[config.mk]
export PLATFORM = sky130hd
export DESIGN_NAME = score_display
export DESIGN_NICKNAME = d
export VERILOG_FILES = /design/src/rtl/pingpong_disp_pkg.sv /design/src/rtl/seg7_encode.sv /design/src/rtl/score_display.sv
export SDC_FILE = /design/constraint.sdc
export NUM_CORES = 1
export LEC_CHECK = 0
export ABC_AREA = 1
export ABC_CLOCK_PERIOD_IN_PS = 2350
export BUFFER_PORTS_ARGS = -buffer_cell sky130_fd_sc_hd__buf_4
export CORE_UTILIZATION = 55
export CTS_BUF_LIST = sky130_fd_sc_hd__clkbuf_8
export DETAILED_ROUTE_END_ITERATION = 10
export GPL_ROUTABILITY_DRIVEN = 0
export PLACE_DENSITY = 0.88
export SYNTH_ARGS = -nofsm -noshare
export SYNTH_HDL_FRONTEND = slang
export SYNTH_HIERARCHICAL = 1
export SYNTH_SLANG_ARGS = --single-unit
[constraint.sdc]
create_clock -name clk -period 2.35 [get_ports clk]
set_clock_uncertainty 0.1 [all_clocks]
set_input_delay 0.3525 -clock clk [delete_from_list [all_inputs] [get_ports clk]]
set_output_delay 0.3525 -clock clk [all_outputs]
set_load 0.02 [all_outputs]
[src/rtl/pingpong_disp_pkg.sv]
// pingpong_disp_pkg: shared constants and types for the score display
//   idx_t      - digit slot index (0 = leftmost)
//   SEG_*      - active-low g..a segment codes
//   AN_PAT     - active-low anode pattern per slot
//   WIN_SCORE  - score that triggers win blink
package pingpong_disp_pkg;
    typedef logic [1:0] idx_t;

    localparam logic [3:0] WIN_SCORE = 4'd15;

    localparam logic [6:0] SEG_0     = 7'b1000000;
    localparam logic [6:0] SEG_1     = 7'b1111001;
    localparam logic [6:0] SEG_2     = 7'b0100100;
    localparam logic [6:0] SEG_3     = 7'b0110000;
    localparam logic [6:0] SEG_4     = 7'b0011001;
    localparam logic [6:0] SEG_5     = 7'b0010010;
    localparam logic [6:0] SEG_6     = 7'b0000010;
    localparam logic [6:0] SEG_7     = 7'b1111000;
    localparam logic [6:0] SEG_8     = 7'b0000000;
    localparam logic [6:0] SEG_9     = 7'b0010000;
    localparam logic [6:0] SEG_BLANK = 7'b1111111;

    localparam logic [3:0] AN_PAT [4] = '{4'b0111, 4'b1011, 4'b1101, 4'b1110};
endpackage

[src/rtl/seg7_encode.sv]
// seg7_encode: decimal digit to active-low seven-segment pattern
//   digit - value 0..9 (10..15 render blank)
//   blank - force all segments off
//   seg   - g..a, active low
module seg7_encode
    import pingpong_disp_pkg::*;
(
    input  logic [3:0] digit,
    input  logic       blank,
    output logic [6:0] seg
);
    always_comb begin
        seg = SEG_BLANK;
        if (!blank)
            case (digit)
                4'd0: seg = SEG_0;
                4'd1: seg = SEG_1;
                4'd2: seg = SEG_2;
                4'd3: seg = SEG_3;
                4'd4: seg = SEG_4;
                4'd5: seg = SEG_5;
                4'd6: seg = SEG_6;
                4'd7: seg = SEG_7;
                4'd8: seg = SEG_8;
                4'd9: seg = SEG_9;
                default: seg = SEG_BLANK;
            endcase
    end
endmodule

[src/rtl/score_display.sv]
// score_display: multiplexed 4-digit driver for two 0..15 player scores
//   clk, reset - clock, asynchronous active-high reset
//   sc0, sc1   - player scores, latched once per frame
//   seg        - active-low cathodes, seg[7] = dp, seg[6:0] = g..a
//   an         - active-low anodes, an[3] leftmost
module score_display
    import pingpong_disp_pkg::*;
#(
    parameter int SCAN_DIV     = 50000,
    parameter int BLINK_FRAMES = 64
) (
    input  logic       clk,
    input  logic       reset,
    input  logic [3:0] sc0,
    input  logic [3:0] sc1,
    output logic [7:0] seg,
    output logic [3:0] an
);
    localparam int DW = $clog2(SCAN_DIV);
    localparam int FW = $clog2(BLINK_FRAMES + 1);

    logic [DW-1:0] div;
    idx_t          idx;
    logic [3:0]    l0, l1;
    logic [FW-1:0] fcnt;
    logic          blink;
    logic          slot_end, frame_end, tens, off;
    logic [3:0]    score, digit;
    logic [6:0]    glyph;

    assign slot_end  = div == DW'(SCAN_DIV - 1);
    assign frame_end = slot_end && idx == 2'd3;
    assign score     = idx[1] ? l1 : l0;
    assign tens      = score >= 4'd10;
    assign digit     = idx[0] ? score - (tens ? 4'd10 : 4'd0) : {3'b0, tens};
    assign off       = blink && score == WIN_SCORE;

    // tens slots (idx[0]==0) suppress a leading zero
    seg7_encode u_enc (.digit(digit), .blank(!idx[0] && !tens), .seg(glyph));

    always_ff @(posedge clk or posedge reset) begin
        if (reset) begin
            div   <= '0;
            idx   <= '0;
            l0    <= '0;
            l1    <= '0;
            fcnt  <= '0;
            blink <= 1'b0;
            seg   <= 8'hFF;
            an    <= 4'hF;
        end else begin
            div <= slot_end ? '0 : div + 1'b1;
            if (slot_end)
                idx <= idx + 1'b1;
            if (frame_end) begin
                l0 <= sc0;
                l1 <= sc1;
                // count only frames that both ended and will start with a winner,
                // so the first winning frame starts the on phase at zero
                if ((sc0 == WIN_SCORE || sc1 == WIN_SCORE) && (l0 == WIN_SCORE || l1 == WIN_SCORE)) begin
                    fcnt <= fcnt == FW'(BLINK_FRAMES - 1) ? '0 : fcnt + 1'b1;
                    if (fcnt == FW'(BLINK_FRAMES - 1))
                        blink <= ~blink;
                end else begin
                    fcnt  <= '0;
                    blink <= 1'b0;
                end
            end
            // first cycle of every slot keeps all anodes off to avoid ghosting
            an  <= div == '0 ? 4'hF : AN_PAT[idx];
            seg <= off ? 8'hFF : {idx != 2'd1, glyph};
        end
    end
endmodule
==> impl_metrics.json <==
{
  "pre_cts_ws_ns": -0.0104,
  "muxShareOfSynthArea_pct": 0,
  "synth-xor-area-share_pct": 2.69,
  "vdd_drop_max_mv": 0.268,
  "clock_sinks": 46,
  "grt_antenna_before_repair": 0,
  "maxSlewHeadroom_pct": 34.9,
  "vias_per_cell": 5.06,
  "path_clk_slew_ns": 0.09,
  "slew_viol_final": 0,
  "multi_input_area_um2": 1260,
  "hold_viol_final": 0,
  "synth_compound_area_share_pct": 3.46,
  "power.total_uw": 1330,
  "grt_overflow": 0,
  "coreArea_um2": 4440,
  "firstDrtPassIters": 6,
  "grt_pass1_vias": 1966,
  "critical_path_required_ns": 2.47,
  "diodes": 0,
  "synth_warnings": 6,
  "yosysTopAreaCellShare_pct": 32.7,
  "critPathCaptureType": "flip-flop",
  "drv_cap": 0,
  "syn_inst": 338,
  "final_util_pct": 67.5,
  "status": "complete, no violations",
  "crit_path_top_delay_cell": "dfrtp_2",
  "die_h_um": 70.8,
  "wirelength_mm": 4.93,
  "critPathMostFrequentCell": "nand2_1",
  "synth_cell_types": 29,
  "synthSimpleGateAreaFrac_pct": 34.0,
  "htreeDepth": 2,
  "dr.first_iter.drc_count": 110,
  "grt_pass1_wl_mm": 8.49,
  "wire_per_inst_um": 11.5,
  "synth_adder_area_share_pct": 7.21,
  "cts_buffers": 5,
  "critPathMaxStageDelay_ns": 0.43,
  "num_io_pins": 22,
  "cp-start-kind": "flip-flop",
  "nets": 399,
  "hold_buffers": 0,
  "postLayoutCellArea_um2": 3000,
  "place_area_um2": 2860,
  "ys_seq_area_share_pct": 44.8,
  "dpl.hpwl_mm": 3.68,
  "fp.dieArea_um2": 5010,
  "area_delta_synth_final_pct": 15.2,
  "finalCriticalPeriod_ns": 2.22,
  "die_width_um": 70.8,
  "power.leakage_uw": 0.00160,
  "avgSynthCellArea_um2": 7.70,
  "fill_cells": 362,
  "synth.area.top_cells": "dfrtp_1 (33%), nand2_1 (15%), dfstp_2 (12%)",
  "track_usage_pct": 21.4,
  "setup_viol": 0,
  "layout-drive-gt1-share_pct": 20.5,
  "grt_max_degree": 28,
  "grt_setup_unrepaired": "true",
  "fin_crit_sh_pct": 94.4,
  "critical_path.max_fanout": 6,
  "setup_ws_ns": 0.131,
  "arrival_ns": 2.34,
  "drtAntennaViolNets": 0,
  "worstSetupPathType": "flip-flop to flip-flop",
  "final_common_cell": "nand2_1",
  "cp_cell_sequence": "buf_4, nand2_1, and2_1, a21oi_2, ha_1, ha_1, nor2_1, buf_4, nor2_2, nor2_4, nor2_4, nand2_1, inv_1, nand2_1",
  "cts_root_buf": "clkbuf_8",
  "yosysTopAreaCell": "dfrtp_1",
  "start_util_pct": 58.6,
  "rows": 24,
  "cts_tree": "done",
  "hold_class": "input port to async pin",
  "drc": 0,
  "synth-seq-cells": 46,
  "synth_top_family_by_area": "simple AND/OR/NAND/NOR gates",
  "clock.fmax_mhz": 451,
  "register_area_um2": 1170,
  "io_buffers": 21,
  "vias": 2162,
  "synth_fp_nets": 363,
  "insertion_delay_ns": 0.30,
  "powerDensity_nw_per_um2": 442,
  "syn_area_um2": 2600,
  "tightest_slew_ns": 0.970,
  "cts.path.max_buffers": 2,
  "final_cell_mix": "nand2_1 (105), inv_1 (41), nor2_1 (40)"
}
through the flow:
stage	instances	hold WS [ns]	TNS, ns
after floorplan	338	0.355	0
after global placement	416	0.379	0
after detailed placement	416	0.402	-0.0104
after CTS	424	0.0802	0
after global routing	427	0.0972	-0.107
final	427	0.0520	0
synthesized netlist by cell type:
master	count
a21boi_0	1
a21oi_1	4
and2_1	1
buf_6	2
clkinv_1	2
clkinv_2	1
dfrtp_1	34
dfstp_2	12
ha_1	15
inv_1	42
inv_2	3
nand2_1	105
nand2_2	5
nand2_4	1
nand3_1	25
nand3b_1	1
nand4_1	7
nor2_1	43
nor2_2	5
nor2_4	2
nor3_1	2
nor3b_1	3
nor4_1	1
o21ai_0	8
o21bai_1	3
or2_0	1
or2_2	1
xnor2_1	1
xor2_1	7
final cells by class:
class                           instances  share of cell area [%]
Sequential cell                        46                    38.9
Tap cell                               52                    2.17
Clock inverter                          2                   0.417
Multi-Input combinational cell        242                    42.0
Inverter                               48                    6.05
Clock buffer                            6                    2.75
Timing Repair Buffer                   31                    7.67
worst max-delay path: cells and delay by family, from the launching register on:
kind / cells / cell delay (ns)
adders and majority gates: 2 / 0.47
buffers and inverters: 3 / 0.38
and+or+nand+nor: 8 / 0.69
AOI/OAI and AO/OA: 1 / 0.06
DFF: 1 / 0.43
worst paths after layout:
kind	from	end	slack, ns	cells past startpoint
setup / recovery	idx[1]$_DFFE_PP0N_	seg[2]$_DFF_PP1_	0.13	14
hold / removal	reset	div[8]$_DFF_PP0_	0.05	2
setup reg to reg	idx[1]$_DFFE_PP0N_	seg[2]$_DFF_PP1_	0.13	14
hold reg to reg	div[0]$_DFF_PP0_	div[0]$_DFF_PP0_	0.41	1
max in group asynchronous	reset	seg[4]$_DFF_PP1_	1.40	3
min in group clk	sc0[3]	l0[3]$_DFFE_PP0P_	0.15	3
flip-flops by register name, indices dropped and copies added, names as in the netlist:
name and flops:
fcnt 7, idx 2, seg 8, div 16, l0 4, an 4, l1 4, blink 1
metal layers:
metal	wire, µm	vias to the layer above	global-route usage, %	share of wire, %
li1	-	1114	-	-
met1	2240	996	26.4	46
met2	2450	42	36.5	50
met3	166	10	5.41	3.4
met4	69	0	8.00	1.4
met5	0	-	0	0
what timing repair did:
item	in CTS	in global routing
setup buffers	0	3
gates cloned	0	0
pin swaps	0	1
resized for setup	1	11
setup endpoints to repair	1	7
cells by family (layout without fill, tap and decap cells):
kind of cell / count (synthesis) / count (layout)
buffers and inverters: 50 / 87
AO/OA/AOI/OAI: 16 / 16
adder cells (fa/ha/maj): 15 / 15
AND/OR/NAND/NOR: 203 / 203
XOR/XNOR: 8 / 8
flip-flops: 46 / 46
power breakdown:
part           internal, µW  switching [µW]  total [µW]
Sequential              792               0         792
Combinational          13.0            21.9        34.8
Clock                   236             264         500
Total                  1040             286        1330
No activity file was read; power rests on OpenSTA's default activity.
